--- src/rtl/clock_pkg.sv ---
// Shared constants, mode encoding and field helper for the time-of-day core.
package clock_pkg;

  localparam int TIME_W = 6;

  localparam logic [TIME_W-1:0] SEC_MAX  = 6'd59;
  localparam logic [TIME_W-1:0] MIN_MAX  = 6'd59;
  localparam logic [TIME_W-1:0] HOUR_MAX = 6'd23;

  typedef enum logic [1:0] {
    MODE_RUN      = 2'd0,
    MODE_SET_HOUR = 2'd1,
    MODE_SET_MIN  = 2'd2
  } mode_e;

  // Increment a time field, returning to zero after its maximum value.
  function automatic logic [TIME_W-1:0] wrap_inc(input logic [TIME_W-1:0] val,
                                                 input logic [TIME_W-1:0] max_val);
    return (val == max_val) ? '0 : val + 1'b1;
  endfunction

endpackage

--- src/rtl/btn_sync_edge.sv ---
// Two-flop synchronizer plus rising-edge detector for one raw push button.
// The one-cycle pulse goes high on the third clock edge after the raw rise.
module btn_sync_edge (
  input  logic clock,
  input  logic reset,
  input  logic btn_raw,
  output logic pulse
);

  logic sync1_q, sync1_d;
  logic sync2_q, sync2_d;
  logic prev_q, prev_d;
  logic pulse_q, pulse_d;

  // Next-state for the synchronizer chain and the registered edge pulse.
  always_comb begin
    sync1_d = btn_raw;
    sync2_d = sync1_q;
    prev_d  = sync2_q;
    pulse_d = sync2_q & ~prev_q;
  end

  // Synchronizer and edge-detector registers.
  always_ff @(posedge clock or negedge reset) begin
    if (!reset) begin
      sync1_q <= 1'b0;
      sync2_q <= 1'b0;
      prev_q  <= 1'b0;
      pulse_q <= 1'b0;
    end else begin
      sync1_q <= sync1_d;
      sync2_q <= sync2_d;
      prev_q  <= prev_d;
      pulse_q <= pulse_d;
    end
  end

  assign pulse = pulse_q;

endmodule

--- src/rtl/clock_timekeeper.sv ---
// Time-of-day core: 1 Hz prescaler, 24 h seconds/minutes/hours counters,
// two-button set-mode FSM and a free-running digit-scan phase counter.
module clock_timekeeper
  import clock_pkg::*;
#(
  parameter int CLK_HZ   = 10000000,
  parameter int SCAN_DIV = 1024
) (
  input  logic        clock,
  input  logic        reset,
  input  logic        btn_mode,
  input  logic        btn_inc,
  output logic [11:0] data_show,
  output logic [2:0]  byte_status,
  output logic        second_tick,
  output logic [1:0]  set_active
);

  localparam int PRESC_W = (CLK_HZ > 1) ? $clog2(CLK_HZ) : 1;
  localparam int SCAN_W  = $clog2(SCAN_DIV);
  localparam logic [PRESC_W-1:0] PRESC_TC = PRESC_W'(CLK_HZ - 1);
  localparam logic [SCAN_W-1:0]  SCAN_TC  = SCAN_W'(SCAN_DIV - 1);

  logic mode_pulse;
  logic inc_pulse;

  logic [PRESC_W-1:0] presc_q, presc_d;
  logic [SCAN_W-1:0]  scan_q, scan_d;
  logic [2:0]         byte_q, byte_d;
  logic [TIME_W-1:0]  sec_q, sec_d;
  logic [TIME_W-1:0]  min_q, min_d;
  logic [TIME_W-1:0]  hour_q, hour_d;
  mode_e              mode_q, mode_d;

  btn_sync_edge u_mode_sync (
    .clock   (clock),
    .reset   (reset),
    .btn_raw (btn_mode),
    .pulse   (mode_pulse)
  );

  btn_sync_edge u_inc_sync (
    .clock   (clock),
    .reset   (reset),
    .btn_raw (btn_inc),
    .pulse   (inc_pulse)
  );

  assign second_tick = (presc_q == PRESC_TC);

  // Free-running scan divider stepping the digit phase, independent of mode.
  always_comb begin
    scan_d = scan_q + 1'b1;
    byte_d = byte_q;
    if (scan_q == SCAN_TC) begin
      scan_d = '0;
      byte_d = byte_q + 3'd1;
    end
  end

  // Mode FSM, prescaler and time counters. A mode edge wins over an inc
  // edge in the same cycle; leaving SET_MIN restarts the second boundary.
  always_comb begin
    mode_d  = mode_q;
    sec_d   = sec_q;
    min_d   = min_q;
    hour_d  = hour_q;
    presc_d = second_tick ? '0 : presc_q + 1'b1;

    if (mode_pulse) begin
      unique case (mode_q)
        MODE_RUN:      mode_d = MODE_SET_HOUR;
        MODE_SET_HOUR: mode_d = MODE_SET_MIN;
        MODE_SET_MIN: begin
          mode_d  = MODE_RUN;
          sec_d   = '0;
          presc_d = '0;
        end
        default:       mode_d = MODE_RUN;
      endcase
    end

    if ((mode_q == MODE_RUN) && second_tick) begin
      sec_d = wrap_inc(sec_q, SEC_MAX);
      if (sec_q == SEC_MAX) begin
        min_d = wrap_inc(min_q, MIN_MAX);
        if (min_q == MIN_MAX) begin
          hour_d = wrap_inc(hour_q, HOUR_MAX);
        end
      end
    end else if (inc_pulse && !mode_pulse) begin
      if (mode_q == MODE_SET_HOUR) begin
        hour_d = wrap_inc(hour_q, HOUR_MAX);
      end else if (mode_q == MODE_SET_MIN) begin
        min_d = wrap_inc(min_q, MIN_MAX);
      end
    end
  end

  // State registers; everything clears asynchronously on reset.
  always_ff @(posedge clock or negedge reset) begin
    if (!reset) begin
      presc_q <= '0;
      scan_q  <= '0;
      byte_q  <= '0;
      sec_q   <= '0;
      min_q   <= '0;
      hour_q  <= '0;
      mode_q  <= MODE_RUN;
    end else begin
      presc_q <= presc_d;
      scan_q  <= scan_d;
      byte_q  <= byte_d;
      sec_q   <= sec_d;
      min_q   <= min_d;
      hour_q  <= hour_d;
      mode_q  <= mode_d;
    end
  end

  assign data_show   = {hour_q, min_q};
  assign set_active  = mode_q;
  assign byte_status = byte_q;

endmodule

--- config.mk ---
export PLATFORM = sky130hd
export DESIGN_NAME = clock_timekeeper
export DESIGN_NICKNAME = d
export VERILOG_FILES = /design/src/rtl/clock_pkg.sv /design/src/rtl/btn_sync_edge.sv /design/src/rtl/clock_timekeeper.sv
export SDC_FILE = /design/constraint.sdc
export NUM_CORES = 1
export LEC_CHECK = 0
export CAP_MARGIN = 20
export CORE_AREA = 2 2 74 83
export CTS_CLUSTER_SIZE = 20
export DETAILED_ROUTE_END_ITERATION = 16
export DIE_AREA = 0 0 76 85
export HOLD_SLACK_MARGIN = 0.02
export PLACE_DENSITY = 0.81
export SLEW_MARGIN = 20
export SYNTH_ARGS = -nofsm -noshare
export SYNTH_HDL_FRONTEND = slang
export SYNTH_HIERARCHICAL = 1
export SYNTH_SLANG_ARGS = --single-unit
--- constraint.sdc ---
create_clock -name clock -period 3.1 [get_ports clock]
set_input_delay 0.465 -clock clock [delete_from_list [all_inputs] [get_ports clock]]
set_output_delay 0.465 -clock clock [all_outputs]
set_load 0.05 [all_outputs]
==> summary.md <==
| Metric | Value |
|---|---|
| Post-synthesis cell area | 3200 sq um |
| Htree depth | 3 |
| Period utilisation layout | 81.7% |
| R2r setup slk | 0.67 ns |
| Global-route wire length before repair | 9.88 mm |
| Starting Density | 56.9% |
| Total grt overflow | 0 |
| Routed len/inst | 14.1 um |
| Final Skew | 0.00923 ns |
| Initial detailed-routing violation count | 118 |
| Core Box Area | 5620 sq um |
| CTS tree | done |
| DP Area | 3470 sq um |
| Die W | 76 um |
| Critical path fanouts, max | 5 |
| Synth Flop Type | dfrtp_1 |
| Synth Area in Compound Gates | 10.0% |
| Tot GR Track Use | 19.4% |
| Register area share after synthesis | 50.8% |
| Max-slew violations | 0 |
| Layout cells sized above 1 | 13.1% |
| Total CTS buffers | 9 |
| EDFF count, synth | 0 |
| CP Capture Type | output port |
| Kind of critical path | register to output port |
| Syn. warnings | 6 |
| Diode count | 0 |
| Most frequent cells in the layout | 65 x dfrtp_1, 34 x nor2_1, 21 x xnor2_1 |
| Avg Vias per Cell | 5.58 |
| CTS max path bufs | 2 |
| Arr. time, crit path | 2.07 ns |
| Num ports | 22 |
| Root Driver | clkbuf_8 |
| Ys async rst share | 100% |
| Pwr/cell area | 648 nW/um^2 |
| Area growth, synth to finish | 15.2% |
| R2r worst-path depth | 6 |
| Status | finished clean |
| Clk pwr share | 31.8% |
| Antenna violation net count after detailed routing | 0 |
| Synth Instances | 306 |
| Die Ht | 85 um |
| Final setup viols | 0 |
| Psw | 0.817 mW |
| Peak Freq | 0.395 GHz |
| Sw Ratio | 34.2% |
| Commonest non-fill, non-tap cell in the layout | dfrtp_1 |
| Share of power burned in combinational logic | 22.9% |
| CP Launch Type | register |
| Relative slew slack | 58.6% |
| Vias in the first global route | 2202 |
| Initial antenna violation count | 0 |
| Lkg Pwr | 1.61 nW |
| Routed vias | 2303 |
| Total of max-cap violations | 0 |
| Post-CTS Resized | 0 |
| Routed WL | 5.81 mm |
| Pin count of the biggest net entering global routing | 52 |
| Setup TNS | 0 ns |
| Nets | 341 |
| Drt pass-1 iters | 5 |
| Hpwl dp | 3.92 mm |
| Worst Hold Class | primary input to asynchronous set/reset pin |
| Final Cell Area | 3690 sq um |
| Multiplexer area fraction after synthesis | 2.38% |
| DR DRC count | 0 |
| Hold Buf Count CTS | 0 |
| Routability cong. | 0.850 |
| Worst r2r src | presc_q[0] |
| Die area | 6460 sq um |
| Xor/xnor share of the synthesized area | 7.66% |
| CTS sink count | 65 |
| Synth Area in Adders | 2.35% |
| Worst-path clk slew | 0.08 ns |
| Clock insertion delay at the later pin of the skew report | 0.34 ns |
| Syn Nets | 316 |
| Worst vdd ir | 415 uV |
| Endpoints failing hold | 0 |
| Port bufs | 21 |
| Yosys reg bits | 65 |
| Simple-gate share of the synthesized area | 23.5% |
| CP required | 2.63 ns |
| Post-CTS Setup Inserts | 0 |
| Syn Area/Cell | 10.5 sq um |
| Reg2reg end | min_q[0] |
| Worst slew pin tran | 0.621 ns |
| Power share of the sequential group | 45.3% |
| Synth unique cells | 54 |
| Main combinational cell family by area after synthesis | simple AND/OR/NAND/NOR gates |
| Minimum clock period | 2.53 ns |
| RSZ-0062 raised after global routing | false |
| FP Rows | 29 |
| Internal power | 1.57 mW |
==> power groups by stage <==
stage / clock network, mW / logic (mW) / registers [mW]
5_1_grt: 0.819 / 0.596 / 1.10
2_1_floorplan: 0 / 0.257 / 1.22
6_report: 0.759 / 0.547 / 1.08
3_3_place_gp: 0 / 0.535 / 1.09
3_5_place_dp: 0 / 0.552 / 1.10
4_1_cts: 0.773 / 0.553 / 1.08
==> through the flow <==
stage	util, %	hold WS [ns]	power, mW	instances	worst slack, ns
2_1_floorplan	-	0.169	1.47	306	0.687
3_3_place_gp	61.7	0.332	1.63	397	0.734
3_5_place_dp	61.8	0.343	1.65	397	0.663
4_1_cts	65.6	0.153	2.41	413	0.534
5_1_grt	65.6	0.194	2.51	413	0.468
6_report	65.6	0.128	2.39	413	0.566
==> state kept, by name, indices dropped and copies added (netlist names) <==
signal	flops
u_mode_sync/pulse	1
u_inc_sync/prev_d	1
sec_q	6
u_inc_sync/pulse	1
u_inc_sync/prev_q	1
set_active	2
scan_q	10
presc_q	24
min_q	6
u_mode_sync/sync1_q	1
hour_q	6
u_inc_sync/sync1_q	1
u_mode_sync/prev_q	1
u_mode_sync/prev_d	1
byte_status	3
==> area by class of cell <==
cell class	instances	area, sq um
well taps	77	96.3
fillers	442	1940
multi-input cells	217	1470
clock buffers	11	151
flip-flops and latches	65	1630
inverters	14	52.6
clock inverters	5	62.6
repair buffers	24	228
==> metal layers <==
metal | vias to the layer above | track usage [%] | part of all wire [%]
met5 | - | 0 | 0
met4 | 0 | 11.1 | 1.6
met3 | 7 | 3.51 | 3.6
met2 | 59 | 32.4 | 49
met1 | 1102 | 24.0 | 46
li1 | 1135 | - | -
==> kinds of logic (layout without fill, tap and decap cells) <==
logic type / count (synthesis) / in the layout
AO/OA/AOI/OAI: 48 / 48
XOR/XNOR: 28 / 28
adder cells (fa/ha/maj): 6 / 6
buffers and inverters: 24 / 54
flip-flops: 65 / 65
multiplexers: 7 / 7
AND/OR/NAND/NOR: 128 / 128
==> cell usage after synthesis (7+ instances only) <==
library cell	number	area, sq um
o21ai_0	14	70.1
a21oi_1	8	40.0
clkbuf_1	7	26.3
nand3_1	17	85.1
dfrtp_1	65	1630
nor2_1	34	128
nor3_1	7	35.0
nand2_1	20	75.1
and3_1	7	43.8
inv_1	13	48.8
xnor2_1	21	184
xor2_1	7	61.3
or3_1	7	43.8
==> how the worst max path moves through the flow <==
| stage | slack (ns) | start | end | cells past startpoint |
|---|---|---|---|---|
| after floorplan | 0.69 | presc_q[0] | second_tick | 4 |
| after global placement | 0.73 | presc_q[0] | min_q[1] | 6 |
| after detailed placement | 0.66 | presc_q[0] | min_q[0] | 6 |
| after CTS | 0.53 | presc_q[0] | second_tick | 5 |
| after global routing | 0.47 | presc_q[0] | second_tick | 5 |
| final | 0.57 | presc_q[0] | second_tick | 5 |
==> worst max-delay path: stages, from the launching register on <==
cell and delay [ns]:
dfrtp_1 0.39, ha_1 0.23, nand4_2 0.15, or3_2 0.58
nor2_1 0.17, buf_4 0.22
No activity file was read; power rests on OpenSTA's default activity.
